===== src/rtl/ram_prog_loader.sv =====
// Streams bytes into the SAP RAM by sequencing the MAR load and RAM write pins.
// Define RAM_LOADER_VERIFY_EN to add a readback check after every write.
module ram_prog_loader #(
  parameter int unsigned ADDR_WIDTH = 4,
  parameter int unsigned DATA_WIDTH = 8,
  parameter int unsigned START_ADDR = 0,
  parameter int unsigned LAST_ADDR  = (2**ADDR_WIDTH) - 1
) (
  input  logic                  clk,
  input  logic                  clear_n,
  input  logic                  start,
  input  logic [DATA_WIDTH-1:0] byte_in,
  input  logic                  byte_valid,
  output logic                  byte_ready,
  output logic [DATA_WIDTH-1:0] bus_out,
  output logic                  bus_drive,
  output logic                  load_mar_reg_n,
  output logic                  write_enable,
  output logic                  prog_mode,
  output logic                  addr_select,
  output logic                  bus_enable_n,
  input  logic [DATA_WIDTH-1:0] ram_rdata,
  output logic                  busy,
  output logic                  done,
  output logic                  error
);

  if (START_ADDR > LAST_ADDR) begin : g_bad_cfg
    $error("ram_prog_loader: START_ADDR must not exceed LAST_ADDR");
  end

  localparam logic [ADDR_WIDTH-1:0] START_A = ADDR_WIDTH'(START_ADDR);
  localparam logic [ADDR_WIDTH-1:0] LAST_A  = ADDR_WIDTH'(LAST_ADDR);
  localparam logic [ADDR_WIDTH-1:0] ONE_A   = ADDR_WIDTH'(1);

  typedef enum logic [2:0] {
    S_IDLE = 3'd0,
    S_WAIT = 3'd1,
    S_LMAR = 3'd2,
    S_WR   = 3'd3,
    S_VCHK = 3'd4,
    S_NEXT = 3'd5,
    S_DONE = 3'd6
  } state_e;

  state_e                  state_q, state_d;
  logic [ADDR_WIDTH-1:0]   addr_q, addr_d;
  logic [DATA_WIDTH-1:0]   byte_q, byte_d;
  logic                    error_q, error_d;

  logic                    byte_ready_q, byte_ready_d;
  logic [DATA_WIDTH-1:0]   bus_out_q, bus_out_d;
  logic                    bus_drive_q, bus_drive_d;
  logic                    load_mar_n_q, load_mar_n_d;
  logic                    we_q, we_d;
  logic                    prog_mode_q, prog_mode_d;
  logic                    addr_select_q, addr_select_d;
  logic                    bus_en_n_q, bus_en_n_d;
  logic                    busy_q, busy_d;
  logic                    done_q, done_d;

`ifndef RAM_LOADER_VERIFY_EN
  logic unused_rdata;
  assign unused_rdata = ^ram_rdata;
`endif

  // Sequencer next-state, address walk and sticky verify flag
  always_comb begin
    state_d = state_q;
    addr_d  = addr_q;
    byte_d  = byte_q;
    error_d = error_q;
    case (state_q)
      S_IDLE, S_DONE: begin
        if (start) begin
          state_d = S_WAIT;
          addr_d  = START_A;
          error_d = 1'b0;
        end else begin
          state_d = state_q;
        end
      end
      S_WAIT: begin
        if (byte_valid) begin
          byte_d  = byte_in;
          state_d = S_LMAR;
        end else begin
          state_d = S_WAIT;
        end
      end
      S_LMAR: state_d = S_WR;
`ifdef RAM_LOADER_VERIFY_EN
      S_WR:   state_d = S_VCHK;
      S_VCHK: begin
        if (ram_rdata != byte_q) begin
          error_d = 1'b1;
        end else begin
          error_d = error_q;
        end
        state_d = S_NEXT;
      end
`else
      S_WR:   state_d = S_NEXT;
      S_VCHK: state_d = S_IDLE;
`endif
      S_NEXT: begin
        if (addr_q == LAST_A) begin
          state_d = S_DONE;
        end else begin
          addr_d  = addr_q + ONE_A;
          state_d = S_WAIT;
        end
      end
      default: state_d = S_IDLE;
    endcase
`ifndef RAM_LOADER_VERIFY_EN
    error_d = 1'b0;
`endif
  end

  // Outputs are decoded from the next state so the pins come straight from flops
  always_comb begin
    byte_ready_d  = 1'b0;
    bus_out_d     = {DATA_WIDTH{1'b0}};
    bus_drive_d   = 1'b0;
    load_mar_n_d  = 1'b1;
    we_d          = 1'b0;
    addr_select_d = 1'b0;
    bus_en_n_d    = 1'b1;
    case (state_d)
      S_WAIT: byte_ready_d = 1'b1;
      S_LMAR: begin
        bus_out_d     = DATA_WIDTH'(addr_d);
        bus_drive_d   = 1'b1;
        addr_select_d = 1'b1;
        load_mar_n_d  = 1'b0;
      end
      S_WR: begin
        bus_out_d   = byte_d;
        bus_drive_d = 1'b1;
        we_d        = 1'b1;
      end
`ifdef RAM_LOADER_VERIFY_EN
      S_VCHK: bus_en_n_d = 1'b0;
`endif
      default: bus_en_n_d = 1'b1;
    endcase
    busy_d      = (state_d != S_IDLE) && (state_d != S_DONE);
    prog_mode_d = busy_d;
    done_d      = (state_d == S_DONE);
  end

  // State, datapath and output registers
  always_ff @(posedge clk or negedge clear_n) begin
    if (!clear_n) begin
      state_q       <= S_IDLE;
      addr_q        <= START_A;
      byte_q        <= {DATA_WIDTH{1'b0}};
      error_q       <= 1'b0;
      byte_ready_q  <= 1'b0;
      bus_out_q     <= {DATA_WIDTH{1'b0}};
      bus_drive_q   <= 1'b0;
      load_mar_n_q  <= 1'b1;
      we_q          <= 1'b0;
      prog_mode_q   <= 1'b0;
      addr_select_q <= 1'b0;
      bus_en_n_q    <= 1'b1;
      busy_q        <= 1'b0;
      done_q        <= 1'b0;
    end else begin
      state_q       <= state_d;
      addr_q        <= addr_d;
      byte_q        <= byte_d;
      error_q       <= error_d;
      byte_ready_q  <= byte_ready_d;
      bus_out_q     <= bus_out_d;
      bus_drive_q   <= bus_drive_d;
      load_mar_n_q  <= load_mar_n_d;
      we_q          <= we_d;
      prog_mode_q   <= prog_mode_d;
      addr_select_q <= addr_select_d;
      bus_en_n_q    <= bus_en_n_d;
      busy_q        <= busy_d;
      done_q        <= done_d;
    end
  end

  assign byte_ready     = byte_ready_q;
  assign bus_out        = bus_out_q;
  assign bus_drive      = bus_drive_q;
  assign load_mar_reg_n = load_mar_n_q;
  assign write_enable   = we_q;
  assign prog_mode      = prog_mode_q;
  assign addr_select    = addr_select_q;
  assign bus_enable_n   = bus_en_n_q;
  assign busy           = busy_q;
  assign done           = done_q;
  assign error          = error_q;

endmodule

===== config.mk =====
export PLATFORM = sky130hd
export DESIGN_NAME = ram_prog_loader
export DESIGN_NICKNAME = d
export VERILOG_FILES = /design/src/rtl/ram_prog_loader.sv
export SDC_FILE = /design/constraint.sdc
export NUM_CORES = 1
export LEC_CHECK = 0
export CAP_MARGIN = 10
export CORE_MARGIN = 2
export CORE_UTILIZATION = 45
export CTS_CLUSTER_SIZE = 10
export DETAILED_ROUTE_END_ITERATION = 8
export PLACE_DENSITY = 0.88
export RECOVER_POWER = 50
export SYNTH_ARGS = -nofsm -noshare
export SYNTH_HDL_FRONTEND = slang
export SYNTH_SLANG_ARGS = --single-unit

===== constraint.sdc =====
create_clock -name clk -period 1.67 [get_ports clk]
set_clock_uncertainty 0.15 [all_clocks]
set_input_delay 0.334 -clock clk [delete_from_list [all_inputs] [get_ports clk]]
set_output_delay 0.334 -clock clk [all_outputs]
set_load 0.005 [all_outputs]

# [Word level (Yosys, flattened, before mapping)]
# Cells that the tools add are included.
[classes] muxes=15 reduce_logical=5 eq_ne=11 n_addsub=1
[ops] op="$mux 8" count=2
[ops] op="$pmux 8 s2" count=1
[ops] op="$pmux 3 s5" count=1
[ops] op="$eq 3x2->1 const B" count=4
[ops] op="$eq 3x3->1 const B" count=3
[ops] op="$mux 4" count=2
[ops] op="$pmux 4 s2" count=1
[ops] op="$eq 3x1->1 const B" count=2
[ops] op="$mux 3" count=2
[ops] op="$mux 1" count=5
[ops] op="$add 4x1->4 const B" count=1
[ops] op="$eq 4x4->1 const B" count=1
[ops] op="$reduce_or 2->1" count=2
[ops] op="$logic_not 3->1" count=1
[ops] op="$ne 3x3->1 const B" count=1
[ops] op="$reduce_bool 3->1" count=1
[ops] op="$mux 2" count=1
[ops] op="$logic_and 1x1->1" count=1
[word_totals] register_bits=30 in_bits=20

# [Depth between registers and ports, before layout]
[depth] depth_word=6 ltp_mapped=5 mapped_depth_nobuf=4

# [Least setup slack after synthesis]
# Ideal clock, no wire load.
[synth_path] path_type="flip-flop to flip-flop" start="reg state_q[2]" end="reg byte_q[3]" slack_ns=0.152 n_path_buf=2 period_less_slack_ns=1.518 arrival_time_ns=1.242 setup_ns=0.125 stages_incl_launch_ff=5 path_cell_list="dfrtp_1 -> nor4bb_1 -> buf_4 -> buf_12 -> mux2_4"
[synth_between] elab_chain_cells=2
[synth_lines] item="start, declared" line="46" rtl="state_e state_q, state_d;"
[synth_lines] item="start signal, assigned" line="171" rtl="state_q <= state_d;"
[synth_lines] item="$eq 3x1->1" line="73" rtl="case (state_q)"
[synth_lines] item="$mux 8" line="73"
[synth_lines] item="net byte_d[3]" line="48" rtl="logic [DATA_WIDTH-1:0] byte_q, byte_d;"
[synth_lines] item="end signal, assigned" line="158" rtl="byte_q <= {DATA_WIDTH{1'b0}};"
[synth_lines] item="end signal, assigned" line="173" rtl="byte_q <= byte_d;"
[synth_lines] item="end, declared" line="48"
# The timed path passes the listed nets, and every way through them passes these cells.

# [Worst setup path after layout]
[layout_path] start="reg we_q, in the netlist write_enable" end="out write_enable"
[layout_rtl] item="start, declared" line="55" rtl="logic we_q, we_d;"
[layout_rtl] item="start signal, assigned" line="179" rtl="we_q <= we_d;"
[layout_rtl] item="end, declared" line="18" rtl="output logic write_enable,"
# No word-level cell between the ends.

==> metrics <==
Fin Setup TNS=0 ps; CP max stage delay=approximately 490 ps; Final Slew Violations=0; most frequent cells in the layout=dfrtp_1 (29), clkdlybuf4s50_1 (12), dlymetal6s2s_1 (10); endpoint class of the critical path=output pin; CORE AREA=approximately 2700 um2; CP Launch Type=register; CP Data Required Time=1190 ps; combinational share of power=0.386; routability cong.=between 0.9 and 1; crit path DAT=1140 ps; port bufs=27; commonest non-fill, non-tap cell in the layout=dfrtp_1; post-synthesis cell area=1280 um2; syn_area_per_cell=12.3 um2; nets@finish=roughly 160; hold_buf cts=0; highest clock rate=between 600 and 700 MHz; first-pass GRT wire length=3.81 mm; Skew-Pair Late Insertion Delay=about 320 ps; Setup CP Type=reg -> out; Slew @ Worst Pin=686 ps; Max Cap Violations=0; root buffer cell=clkbuf_4; PwrDens=between 1500 and 2000 nW/um2; largest net degree at the start of global routing=31; Ys Warns=0; Mapped Cells=104; CTS Buf Count=5; Clock transition at path regs=90 ps; clock network power share=0.174; 1st-pass router iterations=4; total chip power=2520 uW; Final Hold Viols=0; fin crit share=0.972; Syn Nets=125; antenna fix cells=0; Synth cell types=31; Die H=57.3 um; Worst IR Drop VDD=a little over 1000 uV; CP max-delay cell=clkdlybuf4s50_1; initial antenna violation count=0; Seq/Total Area, Yosys=0.587; H-tree levels=2; Overflow after GRT=0; Initial DRC Count=16; dpl hpwl=1.61 mm; Tot GR Track Use=0.158; Vias/cell=5.14; drt total wl=2.23 mm; Min-Delay Endpoint=bus_out[1]; sw frac=0.310; Yosys reg bits=30; hold crit path type=reg -> reg; share of cells above drive strength 1=0.180; vias in the first global route=860; top cells by area, synth=dfrtp_1 (57%), mux2_4 (4.7%), mux2_2 (3.5%); critical path cell sequence=clkdlybuf4s50_1; crit path max fanout=1; clock sinks=30; die extent in x=57.3 um; worst reg2reg path endpoint=byte_q[7]; WHS Path Cells=1; buffers and inverters on the worst path=1; reg2reg path depth=3; Max transition margin=0.543; average wire per standard cell=13.1 um; Internal Power=1740 uW; post-synth top area share=0.567; IO Pins=38; # rows=19; CTS tree=built; Routed Antenna Nets=0; fill cell count=207; Yosys top cell by area=dfrtp_1; Worst R2R Start=state_q[2]; DR DRC count=0; status=complete, no violations; Met1 Wirelength=922 um; CTS max path bufs=2; Final Critical Period=1620 ps; via count=873; Syn-to-layout area delta=30.2%; worst hold start=byte_q[1]; sw power=roughly 780 uW; sequential power share=0.440; unrepaired setup endpoints after global routing=no; Setup WS pre-CTS=-244 ps; met3 WL=~170 um; Die Footprint=3290 um2; wire length on met2=1.11 mm; final setup margin=46.0 ps; number of setup violations in the final report=0; P_leak=0.000914 uW; critical path's top delay family=buffers and inverters; Reg2Reg Setup Slack=110 ps; top sig layer=met4; Starting Density=0.468
[synthesized netlist by cell type]
cell	count
buf_4	5
o22ai_1	1
a211oi_1	1
o21ai_0	7
o211ai_1	1
and2_1	1
mux2i_1	2
buf_2	2
nor4bb_1	1
and3b_1	1
xor2_1	1
dfstp_2	1
conb_1	2
mux2_2	4
a41oi_1	1
nand3_1	3
inv_1	3
a32oi_1	2
nor2_1	4
nand2_1	4
ha_1	1
mux2_4	4
a22o_1	4
and3_1	4
nor3_1	3
nand3b_1	1
buf_12	1
dfrtp_1	29
a21oi_1	2
nor2b_1	5
nand2b_1	3
[cell type report]
type | count | area, um2 | share of cell area
Multi-Input combinational cell | 63 | 455 | 0.273
Sequential cell | 30 | 752 | 0.451
Inverter | 3 | 11.3 | 0.00676
Tap cell | 31 | 38.8 | 0.0233
Clock inverter | 1 | 5.00 | 0.00300
Clock buffer | 7 | 55.1 | 0.0330
Timing Repair Buffer | 35 | 349 | 0.209
[registers in the layout, summed over array words and instances, names as in the netlist]
name            flops
done                1
bus_drive           1
write_enable        1
byte_ready          1
bus_out             8
addr_q              4
state_q             3
byte_q              8
addr_select         1
busy                1
load_mar_reg_n      1
[power by group through the flow]
stage / Combinational [uW] / Sequential (uW) / Clock, uW
2_1_floorplan: 641 / 1130 / 0
3_3_place_gp: 996 / 1120 / 0
3_5_place_dp: 1020 / 1130 / 0
4_1_cts: 1010 / 1120 / 459
5_1_grt: 1080 / 1150 / 491
6_report: 973 / 1110 / 438
[per-layer routing]
metal  up-vias  GRT usage
met1       417      0.185
met2        24      0.251
li1        426          -
met5         -          0
met3         6     0.0771
met4         0     0.0598
[worst register-to-register path, delay by kind of cell (launching register included)]
family / cells / cell delay (ps)
flip-flops: 1 / 400
multiplexers: 1 / 360
AND/OR/NAND/NOR: 1 / 280
buffers and inverters: 1 / 260
[worst max path at each step]
stage / endpoint / cells past startpoint / slack, ps / start
after floorplan: byte_q[3] / 4 / 150 / state_q[2]
after global placement: byte_q[7] / 4 / -240 / byte_valid
after detailed placement: byte_q[2] / 4 / -240 / byte_valid
after CTS: bus_out[1] / 1 / 3 / bus_out[1]
after global routing: write_enable / 1 / 0.3 / write_enable
final: write_enable / 1 / 50 / write_enable
[logic make-up (layout without fill, tap and decap cells)]
logic type                 count (synthesis)  in the layout  share of synthesized area
AOI/OAI and AO/OA                         19             19                     0.0997
DFF                                       30             30                      0.587
adders and majority gates                  1              1                    0.00977
and+or+nand+nor                           30             30                      0.131
other                                      2              2                    0.00587
xor gates and xnor gates                   1              1                    0.00684
buffers and inverters                     11             46                     0.0616
muxes                                     10             10                     0.0978
[what timing repair did]
item	4_1_cts	5_1_grt
endpoints found under the setup margin	3	11
endpoints found under the hold margin	0	0
resized for setup	3	11
buffers inserted	0	0
cloned	0	0
[metrics by stage]
stage	utilization	hold WS [ps]	cells	area [um2]
final	0.610	352	170	1670
after global routing	0.610	381	170	1670
after CTS	0.606	209	170	1660
after detailed placement	0.585	333	162	1600
after global placement	0.585	331	162	1600
after floorplan	-	-112	104	1280
Note: power is estimated with default switching activity, not from simulation.
